$ cat src/rtl/store_buffer_pkg.sv
// store_buffer_pkg: shared depth default, strobe encodings and entry layout for the store buffer
package store_buffer_pkg;
  localparam int DEPTH_DEF = 4;
  localparam int ADDR_BITS = 32;
  localparam int DATA_BITS = 32;
  localparam int STRB_BITS = 4;
  localparam logic [STRB_BITS-1:0] STRB_W  = 4'hF;
  localparam logic [STRB_BITS-1:0] STRB_H0 = 4'h3;
  localparam logic [STRB_BITS-1:0] STRB_H1 = 4'hC;
  localparam logic [STRB_BITS-1:0] STRB_B0 = 4'h1;
  localparam logic [STRB_BITS-1:0] STRB_B1 = 4'h2;
  localparam logic [STRB_BITS-1:0] STRB_B2 = 4'h4;
  localparam logic [STRB_BITS-1:0] STRB_B3 = 4'h8;
  typedef struct packed {
    logic [ADDR_BITS-1:0] addr;
    logic [DATA_BITS-1:0] data;
    logic [STRB_BITS-1:0] strb;
  } sb_entry_t;
endpackage

$ cat src/rtl/sb_fwd_match.sv
// sb_fwd_match: picks the youngest set bit of a per-slot match vector in a circular FIFO
//   match : per-slot match flags (already qualified by slot validity)
//   head  : slot index of the oldest entry
//   found : at least one slot matches
//   idx   : slot index of the youngest matching entry
module sb_fwd_match #(
  parameter int DEPTH = 4,
  localparam int PW = $clog2(DEPTH)
) (
  input  logic [DEPTH-1:0] match,
  input  logic [PW-1:0]    head,
  output logic             found,
  output logic [PW-1:0]    idx
);
  logic [PW-1:0] j;
  // Walk from oldest to youngest; the last hit wins, so the youngest match is kept.
  always_comb begin
    found = 1'b0;
    idx = head;
    j = head;
    for (int i = 0; i < DEPTH; i++) begin
      j = head + PW'(i);
      if (match[j]) begin
        found = 1'b1;
        idx = j;
      end
    end
  end
endmodule

$ cat src/rtl/store_buffer.sv
// store_buffer: in-order store FIFO with word-granular load forwarding and memory drain
//   clk, rst                         : clock, synchronous active-high reset
//   st_valid/st_addr/st_data/st_strb : store enqueue from MEM; st_full stalls upstream
//   ld_valid/ld_addr                 : load lookup; ld_hit/ld_data forward, ld_stall on partial overlap
//   mem_valid/mem_ready/mem_addr/mem_wdata/mem_wstrb : head-entry write request to memory
//   empty                            : no stores held
module store_buffer
  import store_buffer_pkg::*;
#(
  parameter int DEPTH = DEPTH_DEF
) (
  input  logic        clk,
  input  logic        rst,
  input  logic        st_valid,
  input  logic [31:0] st_addr,
  input  logic [31:0] st_data,
  input  logic [3:0]  st_strb,
  output logic        st_full,
  input  logic        ld_valid,
  input  logic [31:0] ld_addr,
  output logic        ld_hit,
  output logic [31:0] ld_data,
  output logic        ld_stall,
  output logic        mem_valid,
  input  logic        mem_ready,
  output logic [31:0] mem_addr,
  output logic [31:0] mem_wdata,
  output logic [3:0]  mem_wstrb,
  output logic        empty
);
  localparam int PW = $clog2(DEPTH);
  sb_entry_t        ent [DEPTH];
  logic [DEPTH-1:0] vld;
  logic [PW-1:0]    head, tail, hit_idx;
  logic [PW:0]      count;
  logic             enq, deq, found;
  logic [DEPTH-1:0] match;
  assign empty     = count == '0;
  assign st_full   = count == (PW+1)'(DEPTH);
  assign mem_valid = !empty;
  assign mem_addr  = ent[head].addr;
  assign mem_wdata = ent[head].data;
  assign mem_wstrb = ent[head].strb;
  // Full is judged on registered count only, so a same-cycle dequeue never frees a slot for this store.
  assign enq = st_valid && !st_full;
  assign deq = mem_valid && mem_ready;
  always_ff @(posedge clk) begin
    if (rst) begin
      head  <= '0;
      tail  <= '0;
      count <= '0;
      vld   <= '0;
    end else begin
      if (enq) begin
        vld[tail] <= 1'b1;
        tail <= tail + 1'b1;
      end
      if (deq) begin
        vld[head] <= 1'b0;
        head <= head + 1'b1;
      end
      count <= count + (PW+1)'(enq) - (PW+1)'(deq);
    end
  end
  always_ff @(posedge clk)
    if (enq) ent[tail] <= '{addr: st_addr, data: st_data, strb: st_strb};
  // Word match: byte offset bits are masked out of the comparison.
  always_comb begin
    match = '0;
    for (int i = 0; i < DEPTH; i++)
      match[i] = vld[i] && (((ent[i].addr ^ ld_addr) & 32'hFFFF_FFFC) == 32'h0);
  end
  sb_fwd_match #(.DEPTH(DEPTH)) u_match (
    .match (match),
    .head  (head),
    .found (found),
    .idx   (hit_idx)
  );
  assign ld_hit   = ld_valid && found && ent[hit_idx].strb == STRB_W;
  assign ld_stall = ld_valid && found && ent[hit_idx].strb != STRB_W;
  assign ld_data  = ld_hit ? ent[hit_idx].data : 32'h0;
endmodule
$ cat config.mk
export PLATFORM = sky130hd
export DESIGN_NAME = store_buffer
export DESIGN_NICKNAME = d
export VERILOG_FILES = /design/src/rtl/store_buffer_pkg.sv /design/src/rtl/sb_fwd_match.sv /design/src/rtl/store_buffer.sv
export SDC_FILE = /design/constraint.sdc
export NUM_CORES = 1
export LEC_CHECK = 0
export CORE_ASPECT_RATIO = 0.6
export CORE_MARGIN = 2
export CORE_UTILIZATION = 25
export CTS_CLUSTER_SIZE = 40
export DETAILED_ROUTE_END_ITERATION = 7
export GPL_TIMING_DRIVEN = 0
export SLEW_MARGIN = 25
export SYNTH_ARGS = -nofsm -noshare
export SYNTH_HDL_FRONTEND = slang
export SYNTH_SLANG_ARGS = --single-unit
$ cat constraint.sdc
create_clock -name clk -period 7.13 [get_ports clk]
set_input_delay 1.0695 -clock clk [delete_from_list [all_inputs] [get_ports clk]]
set_output_delay 1.0695 -clock clk [all_outputs]
set_load 0.02 [all_outputs]
==> summary.md <==
| Metric | Value |
|---|---|
| Root Buffer | clkbuf_16 |
| CTS Buf Count | 31 |
| Worst Clk Skew | 9.36 ps |
| Layout cells sized above 1 | 19.4% |
| Port Buffer Count | ~180 |
| GRT Total Usage | 15.2% |
| Hold Slack | 554 ps |
| Layout area overhead | 28.1% |
| Worst EP required | just over 6000 ps |
| Peak Freq | 145 MHz |
| Power Internal | 3.82 mW |
| Antenna Violating Nets Remaining | 0 |
| Startpoint types | primary input |
| Hold Fails Final Rpt | 0 |
| CORE AREA | 54200 sq um |
| Lkg Pwr | ~5.5 nW |
| Max rail drop VDD | 0.174 mV |
| Drt via density | 4.78 |
| TritonCTS clock tree | built |
| Outcome | completed |
| Worst slew margin | 36.6% |
| Commonest cells after routing, fill and taps aside | edfxtp_1, clkdlybuf4s50_1, xnor2_1, mux4_2, nand4_1 |
| Die width | 306 um |
| Die height | roughly 190 um |
| NumNets Final | ~1200 |
| Clock Path Buffers | 3 |
| First-pass GRT wire length | 62000 um |
| Initial antenna violation count | 6 |
| Combinational share of power | roughly a third |
| Seq/Total Area, Yosys | 61.4% |
| WL/cell | 24.5 um |
| Tmin final | 6910 ps |
| Post_cts resized | 0 |
| Crit share post-route | 96.9% |
| Post-CTS setup buffer count | 0 |
| Clock transition at path regs | 60 ps |
| Post-synth ARST share | 0% |
| Skew-Pair Late Insertion Delay | 580 ps |
| Clock sinks | 285 |
| Max Cap Violations | 0 |
| Netlist cell types | 38 |
| Most common cell after layout, fill and taps aside | edfxtp_1 |
| Post-detail-place hpwl | 33400 um |
| TNS Setup | 0 ps |
| Initial DRT Pass Iterations | 5 |
| CP Capture Type | output pin |
| Finish-stage setup viols | 0 |
| Switching share of total power | 33.1% |
| Post-synthesis average cell area | 16.3 sq um |
| Post-synth EDFFs | about 270 |
| Final Max Slew Viols | 0 |
| Clock power share | 27.8% |
| Starting Density | 25.3% |
| Mapped cell area | 13700 sq um |
| Pwr Density | roughly 320 nW/um^2 |
| #FFs+latches synth | 285 |
| Die Area | 56800 sq um |
| Row count | 66 |
| Share of power burned in registers | 37.4% |
| Cts hold-fix bufs | 0 |
| Final design utilization | between 30 and 40% |
| H-Tree Depth | 1 |
| Via count | 8603 |
| Switching power | 1.89 mW |
| Routability cong. | around 0.91 |
| Post-synth top area share | 59.6% |
| Vias in the first global route | approximately 8700 |
| Critical path fanouts, max | 10 |
| Remaining global-route overflow | 0 |
| Tightest Pin Transition | about 950 ps |
| Critical path data arrival time | 5840 ps |
| Total Wirelength | 44100 um |
| Prevailing post-synth register cell | edfxtp_1 |
| Ports | 210 |
| Top cells by area, synth | edfxtp_1, mux4_2, xnor2_1 |
| Worst hold-check path type | reg2reg |
| Instance count of the mapped netlist | 841 |
| Drt drc | 0 |
| Setup CP Type | in2out |
| RSZ-0062 raised after global routing | no |
| Ys Warns | 0 |
| Drt initial violations | 747 |
| Largest net degree at the start of global routing | 35 |
| Slack of the worst reg-to-reg path | 4470 ps |
| Post-synthesis net count | between 900 and 1000 |
| Top cell type by total area after synthesis | edfxtp_1 |
==> registers in the layout, indices dropped and copies added (netlist names), named ones only <==
| name | count |
|---|---|
| tail | 2 |
| count | 3 |
| vld | 4 |
| head | 2 |
| ent | 272 |
==> path summary, 6_finish.rpt <==
kind / startpoint / to / cells past startpoint
max reg2reg: count[1] / count[2] / 11
min reg2reg: vld[3] / vld[3] / 2
min: vld[3] / vld[3] / 2
max: ld_addr[13] / ld_data[14] / 13
==> cell type report <==
cell class	count	area, sq um
fill	5291	36600
sequential	285	8430
multi-input combinational	477	4910
timing repair buffer	186	1950
tap	714	893
clock buffer	36	795
buffer	70	367
clock inverter	21	190
inverter	9	33.8
antenna	2	5.00
==> kinds of logic (layout without fill, tap and decap cells) <==
kind of cell	Yosys count	in the layout	share of synthesized area (%)
mux	108	108	14.4
other cells	0	2	0
simple gates	157	157	6.99
xor+xnor	124	124	7.97
compound gates	77	77	5.32
fa+ha+maj	11	11	1.06
buf+inv	79	322	2.86
flops	285	285	61.4
==> Yosys cell counts, types with 10 or more instances <==
library cell,number
nor2b_1,17
mux2i_1,37
ha_1,10
edfxtp_1,272
nor4_1,12
buf_2,31
a211oi_1,39
a211oi_2,29
clkbuf_1,24
nand2_1,10
xnor2_1,122
mux4_2,70
nor2_1,14
nand4_1,61
and2b_1,18
dfxtp_1,13
==> critical path, cell delays in order <==
cell and delay [ps]:
buf_2 140, xnor2_1 480, nand4_1 270, nor4_1 770, nand2_1 180, mux4_2 520, a2bb2oi_1 180, mux2i_4 430
mux2i_1 430, a22oi_4 210, buf_6 220, a211oi_2 260, clkdlybuf4s50_1 670
==> stage by stage <==
stage | setup WS (ps) | power [mW] | cells | area [sq um]
after floorplan | 2200 | 3.29 | 841 | 13700
after global placement | 455 | 4.15 | 1732 | 16400
after detailed placement | 374 | 4.17 | 1741 | 16600
after CTS | 359 | 5.78 | 1798 | 17600
after global routing | 118 | 5.95 | 1799 | 17600
final | 222 | 5.71 | 1800 | 17600
==> per-layer routing <==
layer	vias to the layer above	GRT usage [%]	part of all wire [%]
met5	-	0	0.029
met4	2	3.16	1.8
met3	49	5.64	9.7
met2	323	22.2	43
met1	4446	21.5	46
li1	3783	-	-
==> power groups by stage <==
stage / combinational [mW] / sequential, mW / clock [mW]
finish: 1.99 / 2.13 / 1.58
global route: 2.10 / 2.15 / 1.69
CTS: 2.01 / 2.13 / 1.63
detailed placement: 2.00 / 2.17 / 0
global placement: 1.95 / 2.19 / 0
floorplan: 1.14 / 2.15 / 0
(Power assumes the default switching activity.)
